**src/rtl/lane_distributor_param.sv**
```systemverilog
// Parametrised tx lane distributor: splits a wide word into per-lane units, inserts
// periodic alignment syncs and comp stall slots. Optional forced sync: DIST_SYNC_TIMEOUT_EN.

module lane_distributor_lane #(
  parameter int UNITW = 66
) (
  input  logic             clk_i,
  input  logic             rst_i,
  input  logic             ce_i,
  input  logic [UNITW-1:0] data_i,
  input  logic             en_i,
  input  logic             sync_i,
  output logic [UNITW-1:0] data_o,
  output logic             en_o,
  output logic             sync_o
);
  logic [UNITW-1:0] data_q;
  logic             en_q, sync_q;

  always_ff @(posedge clk_i) begin
    if (rst_i) begin
      data_q <= '0;
      en_q   <= 1'b0;
      sync_q <= 1'b0;
    end else begin
      en_q   <= ce_i & en_i;
      sync_q <= ce_i & sync_i;
      if (ce_i) data_q <= data_i;
    end
  end

  assign data_o = data_q;
  assign en_o   = en_q;
  assign sync_o = sync_q;
endmodule

module lane_distributor_param #(
  parameter int LANES         = 4,
  parameter int UNITW         = 66,
  parameter int SYNC_PERIOD   = 1024,
  parameter int COMP_INTERVAL = 384,
  parameter int SYNC_TIMEOUT  = 256
) (
  input  logic                   clk,
  input  logic                   reset,
  input  logic                   in_enable,
  input  logic [LANES*UNITW-1:0] in_txdata,
  input  logic                   in_txdata_en,
  input  logic                   in_empty,
  input  logic [LANES-1:0]       in_lane_mask,
  input  logic [LANES-1:0]       in_lane_idle,
  output logic                   out_ready,
  output logic                   out_syncing_pre,
  output logic [LANES*UNITW-1:0] out_txdata,
  output logic [LANES-1:0]       out_txdata_en,
  output logic [LANES-1:0]       out_txsync,
  output logic [LANES-1:0]       out_active_mask,
  output logic                   out_sync_timeout
);
  localparam int CW = (SYNC_PERIOD > 1) ? $clog2(SYNC_PERIOD) : 1;

  typedef enum logic [1:0] {NORMAL, WAIT_CLEAN, WAIT_IDLE} state_t;

  state_t                       state_q, state_d;
  logic [CW-1:0]                cnt_q, cnt_d;
  logic [LANES-1:0]             mask_q, mask_d;
  logic [LANES-1:0]             en_d, sync_d, fwd_en;
  logic                         allidle, stall, force_sync;
  logic [LANES-1:0][UNITW-1:0]  txd_in, txd_out;

  assign txd_in     = in_txdata;
  assign out_txdata = txd_out;
  assign allidle    = &(in_lane_idle | ~mask_q);
  // COMP_INTERVAL >= SYNC_PERIOD never hits a nonzero multiple, so slots vanish
  assign stall      = (cnt_q != '0) && ((int'(cnt_q) % COMP_INTERVAL) == 0);
  assign fwd_en     = {LANES{in_txdata_en}} & mask_q;
  assign out_active_mask = mask_q;

`ifdef DIST_SYNC_TIMEOUT_EN
  localparam int TW = $clog2(SYNC_TIMEOUT + 1) + 1;
  logic [TW-1:0] wait_q, wait_d;
  logic          to_q;

  assign force_sync = (state_q != NORMAL) && (int'(wait_q) >= SYNC_TIMEOUT - 1);

  always_comb begin
    wait_d = wait_q;
    if (in_enable) wait_d = (state_q == NORMAL) ? '0 : wait_q + TW'(1);
  end

  always_ff @(posedge clk) begin
    if (reset) begin
      wait_q <= '0;
      to_q   <= 1'b0;
    end else begin
      wait_q <= wait_d;
      if (in_enable && force_sync) to_q <= 1'b1;
    end
  end

  assign out_sync_timeout = to_q;
`else
  assign force_sync       = 1'b0;
  assign out_sync_timeout = 1'b0;
`endif

  always_comb begin
    state_d         = state_q;
    cnt_d           = cnt_q;
    mask_d          = mask_q;
    en_d            = '0;
    sync_d          = '0;
    out_ready       = 1'b0;
    out_syncing_pre = 1'b0;
    if (in_enable) begin
      if (force_sync) begin
        sync_d  = mask_q;
        en_d    = mask_q;
        state_d = NORMAL;
        cnt_d   = CW'(1);
      end else begin
        case (state_q)
          NORMAL: begin
            cnt_d = cnt_q + CW'(1);
            if (!stall) begin
              out_ready = allidle;
              en_d      = fwd_en;
            end
            // Mask swaps only here so lanes change membership at a sync boundary
            if (cnt_q == '0) begin
              if (|in_lane_mask) mask_d = in_lane_mask;
              if (in_empty) state_d = WAIT_IDLE;
              else begin
                state_d         = WAIT_CLEAN;
                out_syncing_pre = 1'b1;
              end
            end
          end
          WAIT_CLEAN: begin
            if (in_empty) state_d = WAIT_IDLE;
            else begin
              out_syncing_pre = 1'b1;
              out_ready       = allidle;
              en_d            = fwd_en;
            end
          end
          WAIT_IDLE: begin
            if (allidle) begin
              sync_d  = mask_q;
              en_d    = mask_q;
              state_d = NORMAL;
              cnt_d   = CW'(1);
            end
          end
          default: state_d = NORMAL;
        endcase
      end
    end
  end

  always_ff @(posedge clk) begin
    if (reset) begin
      state_q <= NORMAL;
      cnt_q   <= '0;
      mask_q  <= '1;
    end else begin
      state_q <= state_d;
      cnt_q   <= cnt_d;
      mask_q  <= mask_d;
    end
  end

  for (genvar i = 0; i < LANES; i++) begin : g_lane
    lane_distributor_lane #(.UNITW(UNITW)) u_lane (
      .clk_i  (clk),
      .rst_i  (reset),
      .ce_i   (in_enable),
      .data_i (txd_in[i]),
      .en_i   (en_d[i]),
      .sync_i (sync_d[i]),
      .data_o (txd_out[i]),
      .en_o   (out_txdata_en[i]),
      .sync_o (out_txsync[i])
    );
  end
endmodule

```
**config.mk**
```make
export PLATFORM = sky130hd
export DESIGN_NAME = lane_distributor_param
export DESIGN_NICKNAME = d
export VERILOG_FILES = /design/src/rtl/lane_distributor_param.sv
export SDC_FILE = /design/constraint.sdc
export NUM_CORES = 1
export LEC_CHECK = 0
export ABC_AREA = 1
export BUFFER_PORTS_ARGS = -buffer_cell sky130_fd_sc_hd__buf_2
export CORE_AREA = 2 2 215 217
export CTS_CLUSTER_DIAMETER = 200
export DETAILED_ROUTE_END_ITERATION = 8
export DIE_AREA = 0 0 217 219
export SLEW_MARGIN = 5
export SYNTH_ARGS = -nofsm -noshare
export SYNTH_HDL_FRONTEND = slang
export SYNTH_SLANG_ARGS = --single-unit
```
**constraint.sdc**
```tcl
create_clock -name clk -period 2.5 [get_ports clk]
set_clock_uncertainty 0.2 [all_clocks]
set_input_delay 0.125 -clock clk [delete_from_list [all_inputs] [get_ports clk]]
set_output_delay 0.125 -clock clk [all_outputs]
set_load 0.01 [all_outputs]
```
# [Word-level counts from Yosys, hierarchy flattened]
# Index checks and enable logic that the tools add are counted.
[word_totals] wordCells=66 reg_bits=288
[classes] n_addsub=1 bitwise_logic=11 reduce_logical=11 muxes=22 n_eq_ne=5 div_mod_pow=1
[op_table] cell="$logic_not A32 Y1" count=1
[op_table] cell="$mod A11 B10 Y32 const B" count=1
[op_table] cell="$mux W4" count=6
[op_table] cell="$pmux W10 S2" count=1
[op_table] cell="$pmux W4 S3" count=1
[op_table] cell="$reduce_and A4 Y1" count=3
[op_table] cell="$add A10 B1 Y10 const B" count=1
[op_table] cell="$logic_not A10 Y1" count=1
[op_table] cell="$mux W10" count=1
[op_table] cell="$reduce_bool A10 Y1" count=1
[op_table] cell="$and A1 B1 Y1" count=8
[op_table] cell="$mux W2" count=4
[op_table] cell="$mux W1" count=6
[op_table] cell="$ne A2 B2 Y1 const B" count=3
[op_table] cell="$pmux W2 S3" count=1
[op_table] cell="$and A4 B4 Y4" count=1
[op_table] cell="$not A4 Y4" count=1
[op_table] cell="$or A4 B4 Y4" count=1
[op_table] cell="$pmux W1 S2" count=2
[op_table] cell="$reduce_or A4 Y1" count=1
[op_table] cell="$reduce_and A3 Y1" count=1
[op_table] cell="$eq A2 B1 Y1 const B" count=1
[op_table] cell="$eq A2 B2 Y1 const B" count=1
[op_table] cell="$logic_not A2 Y1" count=1
[op_table] cell="2 further kinds" count=2

# [Depth between registers and ports, before layout]
[depth] word_depth=7 depth_mapped=10

# [Modules after synthesis]
# From an unflattened synthesis, not the netlist that was laid out.
[unflattened] cells_unflattened=1916 area_unflattened_um2=12415.7
[modules_own_cells] mod="lane_distributor_lane" cells_per_inst=425 instances=4 seq_area_each_um2=1361.3 area_each_um2=2780.2
[modules_own_cells] mod="lane_distributor_param" cells_per_inst=216 instances=1 seq_area_each_um2=320.3 area_each_um2=1295.0

# [Worst setup path after synthesis]
# Ideal clock, no wire load.
[synth_timing] path_type="reg2out" start="register cnt_q[8]" end="output out_ready" path_stages_with_launch=9 arrival_ns=1.298 path_buffers=2 path_slack_ns=0.877 path_cell_list="dfxtp_1 clkbuf_2 clkbuf_1 ha_1 nand3b_1 o22ai_1 nand2_1 nand2_1 a21oi_1"
[synth_via] elab_chain_cells=6 word_cells_on_any_way=7 classes_between="div: 1; mux: 3; reduce/logical: 3"
[synth_rtl] item="start: declaration" line="65" text="logic [CW-1:0] cnt_q, cnt_d;"
[synth_rtl] item="start signal: assignment" line="168" text="cnt_q <= cnt_d;"
[synth_rtl] item="$mod A11 B10 Y32" line="75" text="assign stall = (cnt_q != '0) && ((int'(cnt_q) % COMP_INTERVAL) == 0);"
[synth_rtl] item="$logic_not A32 Y1" line="75"
[synth_rtl] item="$logic_and A1 B1 Y1 (*)" line="75"
[synth_rtl] item="$mux W1 (*)" line="125" text="if (!stall) begin"
[synth_rtl] item="$pmux W1 S2 (*)" line="122" text="case (state_q)"
[synth_rtl] item="$mux W1 (*)" line="115" text="if (in_enable) begin"
[synth_rtl] item="end: declaration" line="52" text="output logic out_ready,"
# Mark *: on every way between the ends. The rest lies on a longest branch, timed or not.

# [Worst setup path after layout]
[layout_timing] start="register cnt_q[0]" end="output out_syncing_pre"
[layout_via] elab_chain_cells=4
[layout_rtl] item="$logic_not A10 Y1" line="130" text="if (cnt_q == '0) begin"
[layout_rtl] item="$mux W1" line="130"
[layout_rtl] item="$pmux W1 S2" line="122"
[layout_rtl] item="$mux W1" line="115"
[layout_rtl] item="end: declaration" line="53" text="output logic out_syncing_pre,"
# No other way between the ends.

==> tab_implementation.tex <==
\begin{tabular}{lr}
\hline
Metric & Value \\
\hline
\multicolumn{2}{l}{\textbf{Status}} \\
Status & completed \\
\multicolumn{2}{l}{\textbf{Timing}} \\
Final hold vios & 0 \\
Slew of the pin with the lowest slew margin & 562 ps \\
Worst hold slack across all endpoints & 79.4 ps \\
Worst max-slew margin expressed relative to the limit & 0.625 \\
Maximum clock frequency & 426 MHz \\
Final setup TNS & 0 ps \\
Time the final worst path needs with I/O delays and setup & 2350 ps \\
Max-slew violation count & 0 \\
Final Setup Violations & 0 \\
RSZ-0062 raised after global routing & no \\
Final worst path period share & 0.939 \\
\multicolumn{2}{l}{\textbf{Global route}} \\
Number of global-route vias before repair & 12400 \\
First-pass GRT wire length & 63800 um \\
Global-route track usage on met1 & 0.183 \\
Met2 routing resource usage after global routing & 0.299 \\
Pin count of the biggest net entering global routing & 108 \\
Met3 usage in global routing & 0.0457 \\
Number of antenna violations at the first check in global routing & 1 \\
Sum of overflow across all layers after global routing & 0 \\
Busiest metal layer after global routing & met2 \\
Total global routing track utilization & 0.166 \\
\multicolumn{2}{l}{\textbf{Clock tree}} \\
CTS sink cnt & 288 \\
Clock transition at the registers of the reported paths & 60 ps \\
Maximum level of the CTS H-tree & 2 \\
Root Driver & sky130\_fd\_sc\_hd\_\_clkbuf\_16 \\
Total clock buffers created by CTS & 35 \\
Worst skew pair latency & 520 ps \\
Post-CTS Repair Setup Buffers & 0 \\
Worst-case clock buffer depth & 3 \\
Clock tree from TritonCTS & done \\
\multicolumn{2}{l}{\textbf{Cells and area}} \\
Nets & 2477 \\
Layout cells sized above 1 & 0.287 \\
Layout filler cell count & 4413 \\
Area Growth Syn to Fin & 71.4\% \\
Footprint of the multi-input gates & 4130 um\^{}2 \\
Area of all placed cells without fillers & 18100 um\^{}2 \\
Area taken by flip-flops and latches & 5770 um\^{}2 \\
\multicolumn{2}{l}{\textbf{Synthesis}} \\
Number of synthesis warnings & 0 \\
Area fraction in compound gates after synthesis & 0.139 \\
Average size of a mapped cell & 7.64 um\^{}2 \\
Share of cell area taken by muxes after synthesis & 0 \\
Share of synthesized cell area in full adder, half adder and majority cells & 0.00356 \\
Simple logic cell fraction of the synthesized area & 0.246 \\
Share of the synthesized netlist area taken by xor and xnor gates & 0.00249 \\
Yosys cell types & 28 \\
Sequential share of the synthesized area & 0.546 \\
FF+latch count, synth & 288 \\
Synthesized instance count & 1382 \\
Cell area after synthesis & 10600 um\^{}2 \\
Largest family of logic cells by synthesized area & simple AND/OR/NAND/NOR gates \\
Syn\_nets & 1662 \\
\multicolumn{2}{l}{\textbf{Pwr}} \\
Static Leakage & 8.80 nW \\
Share of total power in combinational logic & 0.155 \\
Flop pwr share & 0.411 \\
Switching share of total power & 0.250 \\
Maximum ir drop on the vdd rail & 547 uV \\
Clock network fraction of design power & 0.435 \\
Pwr Density & 685 nW/um\^{}2 \\
Total net switching power & 3.10 mW \\
Final Power & 12.4 mW \\
Cell-internal power & 9.29 mW \\
\multicolumn{2}{l}{\textbf{Critical path}} \\
CP Data Arrival Time & 2020 ps \\
FF-to-FF Start & cnt\_q[0] \\
Slowest-stage cell, CP & sky130\_fd\_sc\_hd\_\_dfxtp\_2 \\
Library cell appearing most often on the critical path & sky130\_fd\_sc\_hd\_\_nand2\_1 \\
Kind of end point of the critical path & output pin \\
Crit path required time & 2170 ps \\
Crit Reg-Reg Endpoint & out\_active\_mask[1] \\
Sort of element at the start of the critical path & register \\
Worst path top cell family by delay & simple AND/OR/NAND/NOR gates \\
Number of cells on the worst reg-to-reg path & 10 \\
Count of buffer and inverter cells on the critical path & 2 \\
Cells traversed along the worst timing path & inv\_1 -> ha\_1 -> nand2\_1 -> nor2\_1 -> nand2\_1 -> nor2\_2 -> nand2\_1 -> a21oi\_1 -> buf\_2 \\
Delay of the slowest critical-path stage & 340 ps \\
Startpoint-to-endpoint class of the critical path & reg -> out \\
Largest fanout on the critical path & 6 \\
Reg2reg setup slack & 190 ps \\
\multicolumn{2}{l}{\textbf{Routing}} \\
Drt first pass iters & 5 \\
Mean number of vias per cell & 4.36 \\
Total Wirelength & 41500 um \\
WL per Instance & 14.7 um \\
Via Count & 12300 \\
Residual DRC count & 0 \\
Starting DRC count in detailed routing & 621 \\
Antenna Nets Post-Route & 0 \\
\multicolumn{2}{l}{\textbf{Die}} \\
Starting density of the core & 0.234 \\
Die Y & 219 um \\
Core Area & 45100 um\^{}2 \\
Width of the chip & 217 um \\
Die Outline Area & 47500 um\^{}2 \\
Top-level port count & 556 \\
Number of rows created at floorplan & 78 \\
\multicolumn{2}{l}{\textbf{Placed design}} \\
Area after detailed placement & 13700 um\^{}2 \\
Placed wire-length estimate after detailed placement & 26800 um \\
Port bufs & 554 \\
Final weighted congestion in routability-driven placement & 0.816 \\
\multicolumn{2}{l}{\textbf{Worst hold path}} \\
Hold WC Path Type & in -> reg \\
Source of the worst hold timing path & in\_enable \\
Worst hold stages & 4 \\
End of the worst hold path & g\_lane[1].u\_lane.data\_o[49] \\
\multicolumn{2}{l}{\textbf{Flow run}} \\
Max-capacitance violation count & 0 \\
\hline
\end{tabular}
==> power groups by stage <==
| stage | combinational, mW | sequential (mW) | clock (mW) |
|---|---|---|---|
| after global placement | 1.47 | 5.16 | 0 |
| final | 1.92 | 5.09 | 5.38 |
| after floorplan | 0.620 | 5.30 | 0 |
| after detailed placement | 1.49 | 5.17 | 0 |
| after global routing | 2.10 | 5.12 | 5.75 |
| after CTS | 1.90 | 5.08 | 5.54 |
==> Yosys cell counts <==
cell | n | area (um^2)
sky130_fd_sc_hd__a21oi_1 | 17 | 85.1
sky130_fd_sc_hd__buf_1 | 1 | 3.75
sky130_fd_sc_hd__buf_2 | 8 | 40.0
sky130_fd_sc_hd__buf_4 | 36 | 270
sky130_fd_sc_hd__buf_6 | 1 | 11.3
sky130_fd_sc_hd__clkbuf_1 | 56 | 210
sky130_fd_sc_hd__clkbuf_2 | 1 | 5.00
sky130_fd_sc_hd__conb_1 | 1 | 3.75
sky130_fd_sc_hd__dfxtp_1 | 288 | 5770
sky130_fd_sc_hd__ha_1 | 3 | 37.5
sky130_fd_sc_hd__inv_1 | 29 | 109
sky130_fd_sc_hd__inv_2 | 3 | 11.3
sky130_fd_sc_hd__inv_4 | 1 | 6.26
sky130_fd_sc_hd__nand2_1 | 61 | 229
sky130_fd_sc_hd__nand2_2 | 1 | 6.26
sky130_fd_sc_hd__nand3_1 | 29 | 145
sky130_fd_sc_hd__nand3b_1 | 1 | 7.51
sky130_fd_sc_hd__nand4_1 | 3 | 18.8
sky130_fd_sc_hd__nor2_1 | 551 | 2070
sky130_fd_sc_hd__nor2_2 | 3 | 18.8
sky130_fd_sc_hd__nor2_4 | 6 | 67.6
sky130_fd_sc_hd__nor3_1 | 5 | 25.0
sky130_fd_sc_hd__nor4_1 | 1 | 6.26
sky130_fd_sc_hd__o21a_1 | 4 | 30.0
sky130_fd_sc_hd__o21ai_0 | 266 | 1330
sky130_fd_sc_hd__o21ai_1 | 2 | 10.0
sky130_fd_sc_hd__o22ai_1 | 1 | 6.26
sky130_fd_sc_hd__xor2_1 | 3 | 26.3
==> timing repair <==
action / 4_1_cts / 5_1_grt
hold buffers: 314 / 0
resized for setup: 0 / 2
hold endpoints to repair: 287 / 0
endpoints found under the setup margin: 0 / 1
==> worst max-delay path by stage <==
stage	from	end	depth (start not counted)
floorplan	cnt_q[8]	out_ready	8
global placement	cnt_q[0]	out_ready	10
detailed placement	cnt_q[0]	out_ready	10
CTS	cnt_q[0]	out_ready	10
global route	cnt_q[1]	out_ready	10
finish	cnt_q[0]	out_syncing_pre	9
==> cell families after synthesis <==
family,after synthesis
flops,288
simple gates,661
fa+ha+maj,3
compound gates,290
buf+inv,136
other cells,1
xor+xnor,3
==> layer usage <==
layer / share of wire / vias up
met5: 0 / -
met4: 0.040 / 0
met2: 0.50 / 525
met1: 0.39 / 5652
met3: 0.077 / 102
li1: - / 6027
==> cell usage in the layout (no fill, tap or decap), drive strengths merged <==
| master | synthesis | final |
|---|---|---|
| a21oi | 17 | 17 |
| buf | 46 | 567 |
| bufinv | 0 | 6 |
| clkbuf | 57 | 48 |
| clkinv | 0 | 4 |
| clkinvlp | 0 | 1 |
| conb | 1 | 1 |
| dfxtp | 288 | 288 |
| diode | 0 | 1 |
| dlygate4sd3 | 0 | 314 |
| ha | 3 | 3 |
| inv | 33 | 33 |
| nand2 | 62 | 62 |
| nand3 | 29 | 29 |
| nand3b | 1 | 1 |
| nand4 | 3 | 3 |
| nor2 | 560 | 560 |
| nor3 | 5 | 5 |
| nor4 | 1 | 1 |
| o21a | 4 | 4 |
| o21ai | 268 | 268 |
| o22ai | 1 | 1 |
| xor2 | 3 | 3 |
==> metrics by stage <==
stage,setup WS [ps],cells,util
after CTS,86.7,2819,0.401
final,152,2820,0.401
after global routing,8.75,2820,0.401
after detailed placement,659,2446,0.304
after floorplan,877,1382,-
after global placement,736,2446,0.304
==> registers in the layout (all words and copies together), names as in the netlist <==
| register | cells |
|---|---|
| g_lane.u_lane.en_o | 4 |
| out_active_mask | 4 |
| cnt_q | 10 |
| g_lane.u_lane.data_o | 264 |
| g_lane.u_lane.sync_o | 4 |
| state_q | 2 |
==> final cells by class <==
class | instances | area share
diodes | 1 | 0.000138
clock buffers | 48 | 0.0562
clock inverters | 11 | 0.0115
inverters | 33 | 0.00754
multi-input cells | 958 | 0.228
flip-flops and latches | 288 | 0.319
well taps | 600 | 0.0415
repair buffers | 881 | 0.336
==> worst min-delay path, stage by stage <==
cell                     delay, ps
sky130_fd_sc_hd__buf_6         170
sky130_fd_sc_hd__inv_8         280
sky130_fd_sc_hd__nor2_1         70
sky130_fd_sc_hd__nor2_1         80
(Power assumes the default switching activity.)
